--- config.mk ---
export PLATFORM = sky130hd
export DESIGN_NAME = mmu_tlb_lock_arb
export DESIGN_NICKNAME = d
export VERILOG_FILES = /design/src/rtl/mmu_tlb_lock_arb_pkg.sv /design/src/rtl/mmu_tlb_lock_arb_rr_pick.sv /design/src/rtl/mmu_tlb_lock_arb.sv
export SDC_FILE = /design/constraint.sdc
export NUM_CORES = 1
export LEC_CHECK = 0
export ABC_AREA = 1
export BUFFER_PORTS_ARGS = -buffer_cell sky130_fd_sc_hd__buf_2
export CAP_MARGIN = 20
export CORE_AREA = 8 8 111 113
export CTS_BUF_LIST = sky130_fd_sc_hd__clkbuf_4 sky130_fd_sc_hd__clkbuf_8 sky130_fd_sc_hd__clkbuf_16
export DETAILED_ROUTE_END_ITERATION = 12
export DIE_AREA = 0 0 119 121
export PLACE_DENSITY = 0.62
export SLEW_MARGIN = 5
export SYNTH_ARGS = -nofsm -noshare
export SYNTH_HDL_FRONTEND = slang
export SYNTH_SLANG_ARGS = --single-unit
--- constraint.sdc ---
create_clock -name aclk -period 2.6 [get_ports aclk]
set_input_delay 0.26 -clock aclk [delete_from_list [all_inputs] [get_ports aclk]]
set_output_delay 0.26 -clock aclk [all_outputs]
set_load 0.005 [all_outputs]
--- src/rtl/mmu_tlb_lock_arb_pkg.sv ---
// mmu_tlb_lock_arb_pkg: shared TLB lookup types, arbiter defaults and round-robin index helper
package mmu_tlb_lock_arb_pkg;

    localparam int N_TLB_CHAN    = 4;
    localparam int TLB_ADDR_BITS = 48;
    localparam int TLB_PID_BITS  = 6;

    typedef struct packed {
        logic [TLB_ADDR_BITS-1:0] addr;
        logic [TLB_PID_BITS-1:0]  pid;
        logic                     strm;
        logic                     wr;
    } tlb_lookup_t;

    function automatic int rr_idx(input int base, input int off, input int n);
        return (base + off) % n;
    endfunction

endpackage

--- src/rtl/mmu_tlb_lock_arb_rr_pick.sv ---
// mmu_rr_pick: combinational round-robin picker, first eligible request at or above ptr with wrap
module mmu_rr_pick
    import mmu_tlb_lock_arb_pkg::*;
#(
    parameter  int N  = N_TLB_CHAN,
    localparam int IW = $clog2(N)
) (
    input  logic [N-1:0]  req,
    input  logic [IW-1:0] ptr,
    input  logic [N-1:0]  excl,
    output logic [N-1:0]  pick_oh,
    output logic [IW-1:0] pick_id,
    output logic          any
);

    logic [N-1:0]  elig;
    logic [IW-1:0] idx;

    assign elig = req & ~excl;

    // scan from ptr upward, wrapping, and keep the first eligible channel
    always_comb begin
        pick_oh = '0;
        pick_id = '0;
        any     = 1'b0;
        idx     = '0;
        for (int i = 0; i < N; i++) begin
            idx = IW'(rr_idx(int'(ptr), i, N));
            if (!any && elig[idx]) begin
                any          = 1'b1;
                pick_oh[idx] = 1'b1;
                pick_id      = idx;
            end
        end
    end

endmodule

--- src/rtl/mmu_tlb_lock_arb.sv ---
// mmu_tlb_lock_arb: N-channel TLB lookup-port mutex with round-robin grant and owner mux
// Optional forced release of a stuck owner when MMU_ARB_TIMEOUT_EN is defined.
module mmu_tlb_lock_arb
    import mmu_tlb_lock_arb_pkg::*;
#(
    parameter  int N_CHAN      = N_TLB_CHAN,
    parameter  int ADDR_BITS   = TLB_ADDR_BITS,
    parameter  int PID_BITS    = TLB_PID_BITS,
    parameter  int TIMEOUT_CYC = 1024,
    localparam int IW          = $clog2(N_CHAN)
) (
    input  logic                          aclk,
    input  logic                          aresetn,
    input  logic [N_CHAN-1:0]             lock_req,
    input  logic [N_CHAN-1:0]             unlock,
    output logic [N_CHAN-1:0]             grant_oh,
    output logic                          mutex_free,
    output logic [IW-1:0]                 owner_id,
    input  logic [N_CHAN*ADDR_BITS-1:0]   s_addr,
    input  logic [N_CHAN*PID_BITS-1:0]    s_pid,
    input  logic [N_CHAN-1:0]             s_strm,
    input  logic [N_CHAN-1:0]             s_wr,
    input  logic [N_CHAN-1:0]             s_valid,
    output logic [ADDR_BITS-1:0]          m_addr,
    output logic [PID_BITS-1:0]           m_pid,
    output logic                          m_strm,
    output logic                          m_wr,
    output logic                          m_valid,
    output logic                          timeout_err,
    output logic [IW-1:0]                 timeout_id
);

    localparam logic [0:0] FREE   = 1'b0;
    localparam logic [0:0] LOCKED = 1'b1;

    logic [0:0]        state;
    logic [IW-1:0]     rr_ptr;
    logic              rel;
    logic              expire;
    logic              go_pick;
    logic [N_CHAN-1:0] excl;
    logic [N_CHAN-1:0] pick_oh;
    logic [IW-1:0]     pick_id;
    logic              pick_any;

    // only the owner's unlock counts; others are ignored
    assign rel     = (state == LOCKED) && unlock[owner_id];
    assign go_pick = (state == FREE) || rel || expire;
    // the channel giving up the lock may not win it straight back
    assign excl    = (rel || expire) ? grant_oh : '0;

    mmu_rr_pick #(.N(N_CHAN)) u_pick (
        .req     (lock_req),
        .ptr     (rr_ptr),
        .excl    (excl),
        .pick_oh (pick_oh),
        .pick_id (pick_id),
        .any     (pick_any)
    );

`ifdef MMU_ARB_TIMEOUT_EN
    localparam int CW = $clog2(TIMEOUT_CYC) + 1;

    logic [CW-1:0] hold_cnt;

    assign expire = (state == LOCKED) && !rel && (hold_cnt == CW'(TIMEOUT_CYC - 1));

    // hold timer restarts on every grant or handover and runs while locked
    always_ff @(posedge aclk) begin
        if (!aresetn)
            hold_cnt <= '0;
        else
            hold_cnt <= go_pick ? '0 : hold_cnt + 1'b1;
    end

    // one-cycle forced-release flag tagged with the evicted owner
    always_ff @(posedge aclk) begin
        if (!aresetn) begin
            timeout_err <= 1'b0;
            timeout_id  <= '0;
        end else begin
            timeout_err <= expire;
            if (expire) timeout_id <= owner_id;
        end
    end
`else
    assign expire      = 1'b0;
    assign timeout_err = 1'b0;
    assign timeout_id  = '0;
`endif

    // FREE/LOCKED ownership with direct handover and round-robin pointer advance
    always_ff @(posedge aclk) begin
        if (!aresetn) begin
            state      <= FREE;
            grant_oh   <= '0;
            mutex_free <= 1'b1;
            owner_id   <= '0;
            rr_ptr     <= '0;
        end else if (go_pick) begin
            if (pick_any) begin
                state      <= LOCKED;
                grant_oh   <= pick_oh;
                mutex_free <= 1'b0;
                owner_id   <= pick_id;
                rr_ptr     <= (pick_id == IW'(N_CHAN - 1)) ? '0 : pick_id + 1'b1;
            end else begin
                state      <= FREE;
                grant_oh   <= '0;
                mutex_free <= 1'b1;
            end
        end
    end

    // zero-latency mux of the owner's lookup; all zero while free
    always_comb begin
        m_addr  = '0;
        m_pid   = '0;
        m_strm  = 1'b0;
        m_wr    = 1'b0;
        m_valid = 1'b0;
        for (int i = 0; i < N_CHAN; i++) begin
            if (state == LOCKED && grant_oh[i]) begin
                m_addr  = s_addr[i*ADDR_BITS +: ADDR_BITS];
                m_pid   = s_pid[i*PID_BITS +: PID_BITS];
                m_strm  = s_strm[i];
                m_wr    = s_wr[i];
                m_valid = s_valid[i];
            end
        end
    end

endmodule

Word-level counts from Yosys, hierarchy flattened
Index checks and enable logic that the tools add are counted.
{ "word_totals": {"ff_bits": 10, "latch_bits": 0, "ram_bits": 0, "rom_bits": 0, "wordCells": 97, "memories": 0} }
{ "classes": {"n_addsub": 4, "multipliers": 0, "div": 0, "order_cmp": 9, "eq_ne": 1, "shifts": 0, "muxes": 55, "bitwise": 6, "reduce_logical": 17} }
{ "ops": {"columns": ["cell", "n"], "rows": [
  ["48-bit 2-to-1 mux", 4],
  ["1-bit 2-to-1 mux", 27],
  ["4-bit 2-to-1 mux", 6],
  ["6-bit 2-to-1 mux", 4],
  ["2-bit by 3-bit less-than comparator with 1-bit output, second input constant", 5],
  ["1-bit logical AND", 12],
  ["4-bit bitwise OR", 3],
  ["1-bit binary-select mux with 2-bit select", 5],
  ["2-bit 2-to-1 mux", 5],
  ["1-bit demux with 2-bit select", 4],
  ["2-bit by 1-bit greater-or-equal comparator with 1-bit output, second input constant", 4],
  ["2-bit by 1-bit adder with 2-bit output, second input constant", 2],
  ["2-bit adder, second input constant", 2],
  ["4-bit AND", 1],
  ["4-bit inverter", 1],
  ["1-bit zero test", 3],
  ["2-bit equality test, second input constant", 1],
  ["2-bit AND reduction", 1],
  ["1-bit logical OR", 1],
  ["1-bit inverter", 1]
]} }

Depth between registers and ports, before layout
Gate-level depths: netlist of run 1.
{ "logic_depth": {"depth_word": 20, "depth_mapped": 17, "depth_no_buf": 17} }

Cells and area by module
Synthesis of run 1 repeated with hierarchy kept, for this count alone.
{ "unflattened": {"cells_unflattened": 553, "area_unflattened_um2": 2758.9} }
{ "by_module_without_submodules": {"columns": ["mod", "instances", "cells_each", "area_per_inst_um2", "seq_area_each_um2"], "rows": [
  ["mmu_tlb_lock_arb", 1, 462, 2250.9, 200.2],
  ["mmu_rr_pick", 1, 91, 508.0, 0.0]
]} }

Worst setup path before layout of run 1
OpenSTA, ideal clock, no wires.
{ "synth_timing": {"path_kind": "flip-flop to flip-flop", "from": "register rr_ptr[1]", "to": "register rr_ptr[1]", "arrival_time_ns": 1.901, "setup_slack_ns": 0.579, "stages_incl_launch_ff": 13, "path_buffers": 0, "synth_period_minus_slack_ns": 2.021, "cell_sequence": "dfxtp_1 -> inv_1 -> ha_1 -> inv_1 -> nand3_1 -> nand2_2 -> nand3_2 -> o21ai_4 -> inv_1 -> nand3_1 -> nor2_1 -> nor2_1 -> nor2_1"} }
{ "synth_between": {"elab_chain_cells": 14} }
{ "synth_rtl": {"columns": ["item", "line", "source"], "rows": [
  ["start: declaration", "mmu_tlb_lock_arb.sv:37", "logic [IW-1:0] rr_ptr;"],
  ["start signal: assignment", "mmu_tlb_lock_arb.sv:106", "rr_ptr <= (pick_id == IW'(N_CHAN - 1)) ? '0 : pick_id + 1'b1;"],
  ["branches (longest 14 deep; another with 2-bit by 1-bit adder with 2-bit output)", null, null]
]} }
Parallel ways; which one is timed is not known. The select of a mux whose other input is x is not followed.
A chain may end at the register's enable or synchronous reset.

Worst setup path in the final report of run 1
{ "layout_timing": {"from": "register state", "to": "output port m_addr[33]"} }
{ "layout_between": {"elab_chain_cells": 5} }
{ "layout_rtl": {"columns": ["item", "line", "source"], "rows": [
  ["start: declaration", "mmu_tlb_lock_arb.sv:36", "logic [0:0] state;"],
  ["start signal: assignment", "mmu_tlb_lock_arb.sv:95", "state <= FREE;"],
  ["start signal: assignment", "mmu_tlb_lock_arb.sv:102", "state <= LOCKED;"],
  ["start signal: assignment", "mmu_tlb_lock_arb.sv:108", "state <= FREE;"],
  ["1-bit logical AND", "mmu_tlb_lock_arb.sv:123", "if (state == LOCKED && grant_oh[i]) begin"],
  ["48-bit 2-to-1 mux (3 in series)", "mmu_tlb_lock_arb.sv:123", null],
  ["48-bit 2-to-1 mux *", "mmu_tlb_lock_arb.sv:123", null],
  ["end: declaration", "mmu_tlb_lock_arb.sv:24", "output logic [ADDR_BITS-1:0] m_addr,"]
]} }
Mark *: on every way between the ends. The rest lies on a longest branch, timed or not.

==> impl_metrics.tcl, run 1 <==
set metrics [dict create \
    dr.pass1.iters 4 \
    vias_per_cell 4.99 \
    cp_max_fo 27 \
    antenna_found_initial 2 \
    cp.arrival_ns 2.12 \
    fin_skew_ns 0.00196 \
    cap_viol_max_count 0 \
    cts-hold-fix-buffers 0 \
    vias 4741 \
    yosysTopAreaCellShare_pct 29.0 \
    num-nets-final 1057 \
    synth_most_common_cell "nand2_1" \
    drtAntennaViolNets 0 \
    port_buffers 301 \
    cts_setup_buffers 0 \
    drive_gt1_share_pct 43.0 \
    std_cell_rows 38 \
    cp.required_ns 2.34 \
    end_kind "primary output" \
    clockBufferDepth 2 \
    num_antenna_cells 0 \
    p_leak_nw 2.73 \
    cts_sinks 10 \
    share_seq_of_total_power_pct 10.5 \
    dpl.hpwl_mm 12.9 \
    ys_ff_latch 10 \
    cts_resized 0 \
    synth_cells 536 \
    p_sw_share_pct 55.9 \
    pin_count 305 \
    critPathCapture "m_addr[33]" \
    yosys-top-cells-area "nand2_1 29%, nand3_1 23%, o211ai_1 15%, dfxtp_1 7.2%, clkbuf_1 4.5%" \
    wire_per_inst_um 16.8 \
    clk_pin_slew_ns 0.06 \
    path_class "reg2out" \
    finalPower_mw 3.18 \
    pwr-share-clk_pct 6.6 \
    fin_hold_ws_ns 0.283 \
    place_congestion 0.898 \
    dieArea_sq_um 14400 \
    start_util_pct 26.2 \
    r2r_cells 11 \
    rr_endpoint "rr_ptr[1]" \
    tritoncts "yes" \
    synth_cell_type_count 23 \
    dpl_cell_area_sq_um 4410 \
    hold_class "in2reg" \
    layout_min_cycle_time_ns 2.38 \
    slew_headroom_pct 63.2 \
    comb_power_share_pct 82.9 \
    grt_pass1_vias 4319 \
    status "completed" \
    stdcell_count 950 \
    track_usage_pct 20.2 \
    synth.largest_area_cell "nand2_1" \
    r2r_start "state" \
    fin_tns_setup_ns 0 \
    p_int_mw 1.40 \
    irDropWorstVdd_uv 492 \
    critPathLaunchType "register" \
    nFillCells 1181 \
    grt_pass1_wl_mm 23.8 \
    maxSlewViolCount 0 \
    final_cell_area_sq_um 4470 \
    worst_pin_slew_ns 0.552 \
    avgSynthCellArea_sq_um 5.19 \
    p_sw_mw 1.78 \
    synth_edf_count 0 \
    async_flop_share_pct 0 \
    reg2reg_setup_slack_ns 0.53 \
    place_inst 946 \
    final.period_utilization_pct 91.6 \
    drt_iter0_markers 387 \
    die_w_um 119 \
    routed_wl_mm 16.0 \
    cts_made_buffers 3 \
    hold_violations 0 \
    setup_viol 0 \
    remaining_drc_errors 0 \
    yosys-top-cells-count "215 x nand2_1, 130 x nand3_1, 57 x o211ai_1" \
    synth.cell_area_sq_um 2780 \
    rsz0062_at_grt "no" \
    critPathLaunch "state" \
    ys.flop_type "dfxtp_1" \
    h-tree-depth 1 \
    p_per_area_nw_per_um2 713 \
    die_h_um 121 \
    syn_to_final_growth_pct 60.6 \
    insertion_delay_ns 0.25 \
    ys_warn_count 0 \
    yosysSeqAreaShare_pct 7.20 \
    grt_max_degree 55 \
    overflow 0 \
    coreArea_sq_um 10600 \
    clockRootBuffer "clkbuf_8" \
    fmax_mhz 420 \
]
==> worst max-delay path: stages (launching register included) <==
cell and delay (ns):
dfxtp_2 0.66, nand2_1 0.13, inv_2 0.21, buf_4 0.36, nand2_1 0.09, nand3_1 0.12, o211ai_1 0.10, nand2_1 0.08
buf_2 0.11
==> through the flow <==
stage / setup slack [ns] / util, %
2_1_floorplan: 0.579 / -
3_3_place_gp: 0.571 / 41.6
3_5_place_dp: 0.524 / 41.6
4_1_cts: 0.257 / 42.1
5_1_grt: 0.0561 / 42.1
6_report: 0.219 / 42.1
==> registers in the layout (all words and copies together) (netlist names), named ones only <==
register	flops
mutex_free	1
owner_id	2
rr_ptr	1
grant_oh	4
state	1
==> how the worst min path moves through the flow <==
stage                       to        from  slack [ns]  depth (start not counted)
floorplan             register     aresetn        0.40                          2
global placement    mutex_free  mutex_free        0.48                          2
detailed placement  mutex_free  mutex_free        0.48                          2
CTS                   register     aresetn        0.28                          3
global route          register     aresetn        0.32                          3
finish                register     aresetn        0.28                          3
==> power by group through the flow <==
| stage | clock network (mW) | logic, mW | registers [mW] |
|---|---|---|---|
| final | 0.209 | 2.64 | 0.335 |
| after global routing | 0.216 | 2.98 | 0.350 |
| after CTS | 0.210 | 2.66 | 0.335 |
| after detailed placement | 0 | 2.65 | 0.338 |
| after global placement | 0 | 2.66 | 0.339 |
| after floorplan | 0 | 1.67 | 0.277 |
==> cell type report <==
cell class	count	area, sq um	area share, %
Sequential cell	10	203	4.54
Clock buffer	4	55.1	1.23
Multi-Input combinational cell	465	2350	52.6
Inverter	16	60.1	1.34
Timing Repair Buffer	315	1620	36.4
Tap cell	140	175	3.92
==> cell usage in the layout, fill, tap and decap left out <==
cell type	instances
a21oi_1	12
o21ai_0	5
o21ai_1	4
inv_2	3
buf_4	13
nor2_4	2
conb_1	3
nand2_2	11
ha_1	8
nand3_1	130
dfxtp_2	2
dfxtp_1	8
nand2_1	213
nand4_1	5
nand3_2	7
a21oi_2	1
nor2_1	4
clkbuf_8	4
nand2_4	2
o21ai_4	1
o211ai_1	57
buf_12	1
buf_2	301
inv_1	13
==> kinds of logic (layout without fill, tap and decap cells) <==
family,after synthesis,after routing,share of synthesized area [%]
AND/OR/NAND/NOR,374,374,59.8
flip-flops,10,10,7.20
other,1,3,0.135
AO/OA/AOI/OAI,80,80,20.1
buffers and inverters,63,335,9.22
adder cells (fa/ha/maj),8,8,3.60
==> metal layers <==
metal / share of wire [%] / GRT usage [%]
met1: 40 / 23.9
met2: 49 / 35.2
met3: 10 / 6.51
met4: 1.2 / 3.64
met5: 0.17 / 0
(Power assumes the default switching activity.)
==> inputs of run 2 (changes only) <==
--- a/config.mk
+++ b/config.mk
@@ -5,14 +5,13 @@
 export SDC_FILE = /design/constraint.sdc
 export NUM_CORES = 1
 export LEC_CHECK = 0
-export ABC_AREA = 1
 export BUFFER_PORTS_ARGS = -buffer_cell sky130_fd_sc_hd__buf_2
 export CAP_MARGIN = 20
 export CORE_AREA = 8 8 111 113
 export CTS_BUF_LIST = sky130_fd_sc_hd__clkbuf_4 sky130_fd_sc_hd__clkbuf_8 sky130_fd_sc_hd__clkbuf_16
 export DETAILED_ROUTE_END_ITERATION = 12
 export DIE_AREA = 0 0 119 121
-export PLACE_DENSITY = 0.62
+export PLACE_DENSITY = 0.6
 export SLEW_MARGIN = 5
 export SYNTH_ARGS = -nofsm -noshare
 export SYNTH_HDL_FRONTEND = slang
==> constraint.sdc (replaced) <==
create_clock -name aclk -period 2.2 [get_ports aclk]
set_input_delay 0.22 -clock aclk [delete_from_list [all_inputs] [get_ports aclk]]
set_output_delay 0.22 -clock aclk [all_outputs]
set_load 0.005 [all_outputs]
==> impl_metrics.tcl, run 2 <==
set metrics [dict create \
    status "finished, violations left" \
    violations "negative setup slack" \
    yosysSeqAreaShare_pct 7.71 \
    synth-xor-area-share_pct 0.338 \
    cp.arrival_ns 2.65 \
    yosysTopAreaCellShare_pct 22.6 \
    coreArea_sq_um 10600 \
    tritoncts "yes" \
    nFillCells 1073 \
    synth_cells 398 \
    postLayoutSetupSlackWorst_ns -0.286 \
    place_congestion 0.912 \
    critPathLaunchType "register" \
    antenna_found_initial 6 \
    ys_ff_latch 10 \
    async_flop_share_pct 0 \
    fin_tns_setup_ns -2.08 \
    largest_register_ffs 4 \
    synth.largest_area_cell "o21ai_0" \
    worstHoldStart "aresetn" \
    rsz0062_at_grt "yes" \
    vias_per_cell 5.30 \
    p_sw_mw 2.50 \
    grt_pass1_vias 4309 \
    p_int_mw 2.72 \
    die_h_um 121 \
    port_buffers 301 \
    pin_count 305 \
    p_leak_nw 2.45 \
    synth_top_family_by_area "compound AO/OA/AOI/OAI gates" \
    avgSynthCellArea_sq_um 6.52 \
    cp_max_fo 8 \
    std_cell_rows 38 \
    dpl.hpwl_mm 13.7 \
    grt_pass1_wl_mm 24.2 \
    top_register "grant_oh" \
    end_kind "register" \
    yosys-top-cells-area "o21ai_0 23%, a221o_1 22%, nand2_1 11%, dfxtp_1 7.7%, clkbuf_1 5.4%" \
    fin_skew_ns 0.00271 \
    p_per_area_nw_per_um2 1070 \
    cts_sinks 10 \
    cap_viol_max_count 0 \
    stdcell_count 858 \
    share_seq_of_total_power_pct 6.7 \
    place_inst 838 \
    yosys.area_share.simple_pct 15.3 \
    synth_compound_area_share_pct 59.2 \
    clockRootBuffer "clkbuf_8" \
    final.period_utilization_pct 113 \
    pwr-share-clk_pct 4.6 \
    p_sw_share_pct 47.9 \
    drtAntennaViolNets 0 \
    routed_wl_mm 17.1 \
    layout_min_cycle_time_ns 2.49 \
    hold_violations 0 \
    irDropWorstVdd_uv 698 \
    ys.flop_type "dfxtp_1" \
    start_util_pct 24.5 \
    dieArea_sq_um 14400 \
    h-tree-depth 1 \
    fmax_mhz 402 \
    track_usage_pct 20.6 \
    synth_cell_type_count 51 \
    remaining_drc_errors 0 \
    cts-hold-fix-buffers 0 \
    synth.cell_area_sq_um 2590 \
    synth_most_common_cell "o21ai_0" \
    clockBufferDepth 2 \
    clk_pin_slew_ns 0.06 \
    syn_to_final_growth_pct 88.3 \
    comb_power_share_pct 88.7 \
    wire_per_inst_um 19.9 \
    yosys-top-cells-count "117 x o21ai_0, 73 x nand2_1, 57 x a221o_1" \
    num-nets-final 961 \
    setup_viol 10 \
    fin_util_pct 46.1 \
    synthAdderAreaFrac_pct 3.86 \
    dr.pass1.iters 5 \
    synth_edf_count 0 \
    r2r_start "owner_id[0]" \
    critPathLaunch "owner_id[0]" \
    overflow 0 \
    grt_max_degree 78 \
    cts_made_buffers 3 \
    drive_gt1_share_pct 56.9 \
    muxShareOfSynthArea_pct 3.86 \
    cp.required_ns 2.36 \
    mostFrequentLayoutCell "buf_2" \
    mostFrequentLayoutCells "302 x buf_2, 74 x o21ai_0, 72 x nand2_1" \
    maxSlewViolCount 0 \
    path_class "reg2reg" \
    die_w_um 119 \
    vias 4550 \
    top_regs "grant_oh (4), owner_id (2)" \
    drt_iter0_markers 477 \
    hold_class "in2reg" \
    insertion_delay_ns 0.24 \
    ys_warn_count 0 \
]
[run 2: per-stage QoR]
step	total power, mW	setup slack, ns	cell area [sq um]	hold slack, ns
floorplan	2.69	-0.0686	2670	0.337
global placement	4.42	-0.216	4520	0.434
detailed placement	4.46	-0.269	4520	0.438
CTS	4.89	-0.265	4680	0.286
global route	5.66	-0.365	4880	0.307
finish	5.23	-0.286	4890	0.287
[run 2: repair_timing]
item	in CTS	in global routing
pin swaps	5	9
gates cloned	2	3
endpoints found under the hold margin	0	0
setup endpoints to repair	67	58
resized for setup	14	61
buffers inserted	3	6
[run 2: cells by family after synthesis]
kind of cell	after synthesis
AO/OA/AOI/OAI	220
XOR/XNOR	1
adder cells (fa/ha/maj)	8
buffers and inverters	58
flip-flops	10
multiplexers	5
other	1
AND/OR/NAND/NOR	95
[run 2: final timing paths]
path	slack, ns	to	cells after the start
worst max-delay path	-0.29	rr_ptr[1]	8
worst min-delay path	0.29	owner_id[0]	2
worst max register to register	-0.29	rr_ptr[1]	8
worst min register to register	0.45	mutex_free	2
[run 2: metal layers]
metal / global-route usage, % / part of all wire, % / up-vias
met2: 35.9 / 51 / 257
li1: - / - / 2172
met1: 24.1 / 39 / 2085
met5: 0 / 0.13 / -
met3: 6.19 / 8.2 / 32
met4: 4.98 / 2.2 / 4
[run 2: area by class of cell]
cell class              instances  area [sq um]  area share, %
inverters                      11          56.3           1.15
diodes                          4          10.0          0.205
clock buffers                   4          55.1           1.13
repair buffers                357          2070           42.4
multi-input cells             332          2300           47.1
well taps                     140           175           3.59
flip-flops and latches         10           213           4.35
[run 2: critical path: stages, from the launching register on]
cell and delay [ns]:
dfxtp_2 0.35, mux4_2 0.64, buf_4 0.21, a21o_1 0.19
a311oi_2 0.27, o21ai_1 0.10, a21o_1 0.19, o32a_1 0.33
a21oi_1 0.13
[run 2: power groups by stage]
stage	logic (mW)	clock network [mW]	registers, mW
6_report	4.64	0.240	0.349
5_1_grt	5.05	0.254	0.357
4_1_cts	4.30	0.239	0.347
3_5_place_dp	4.11	0	0.346
3_3_place_gp	4.07	0	0.346
2_1_floorplan	2.32	0	0.362
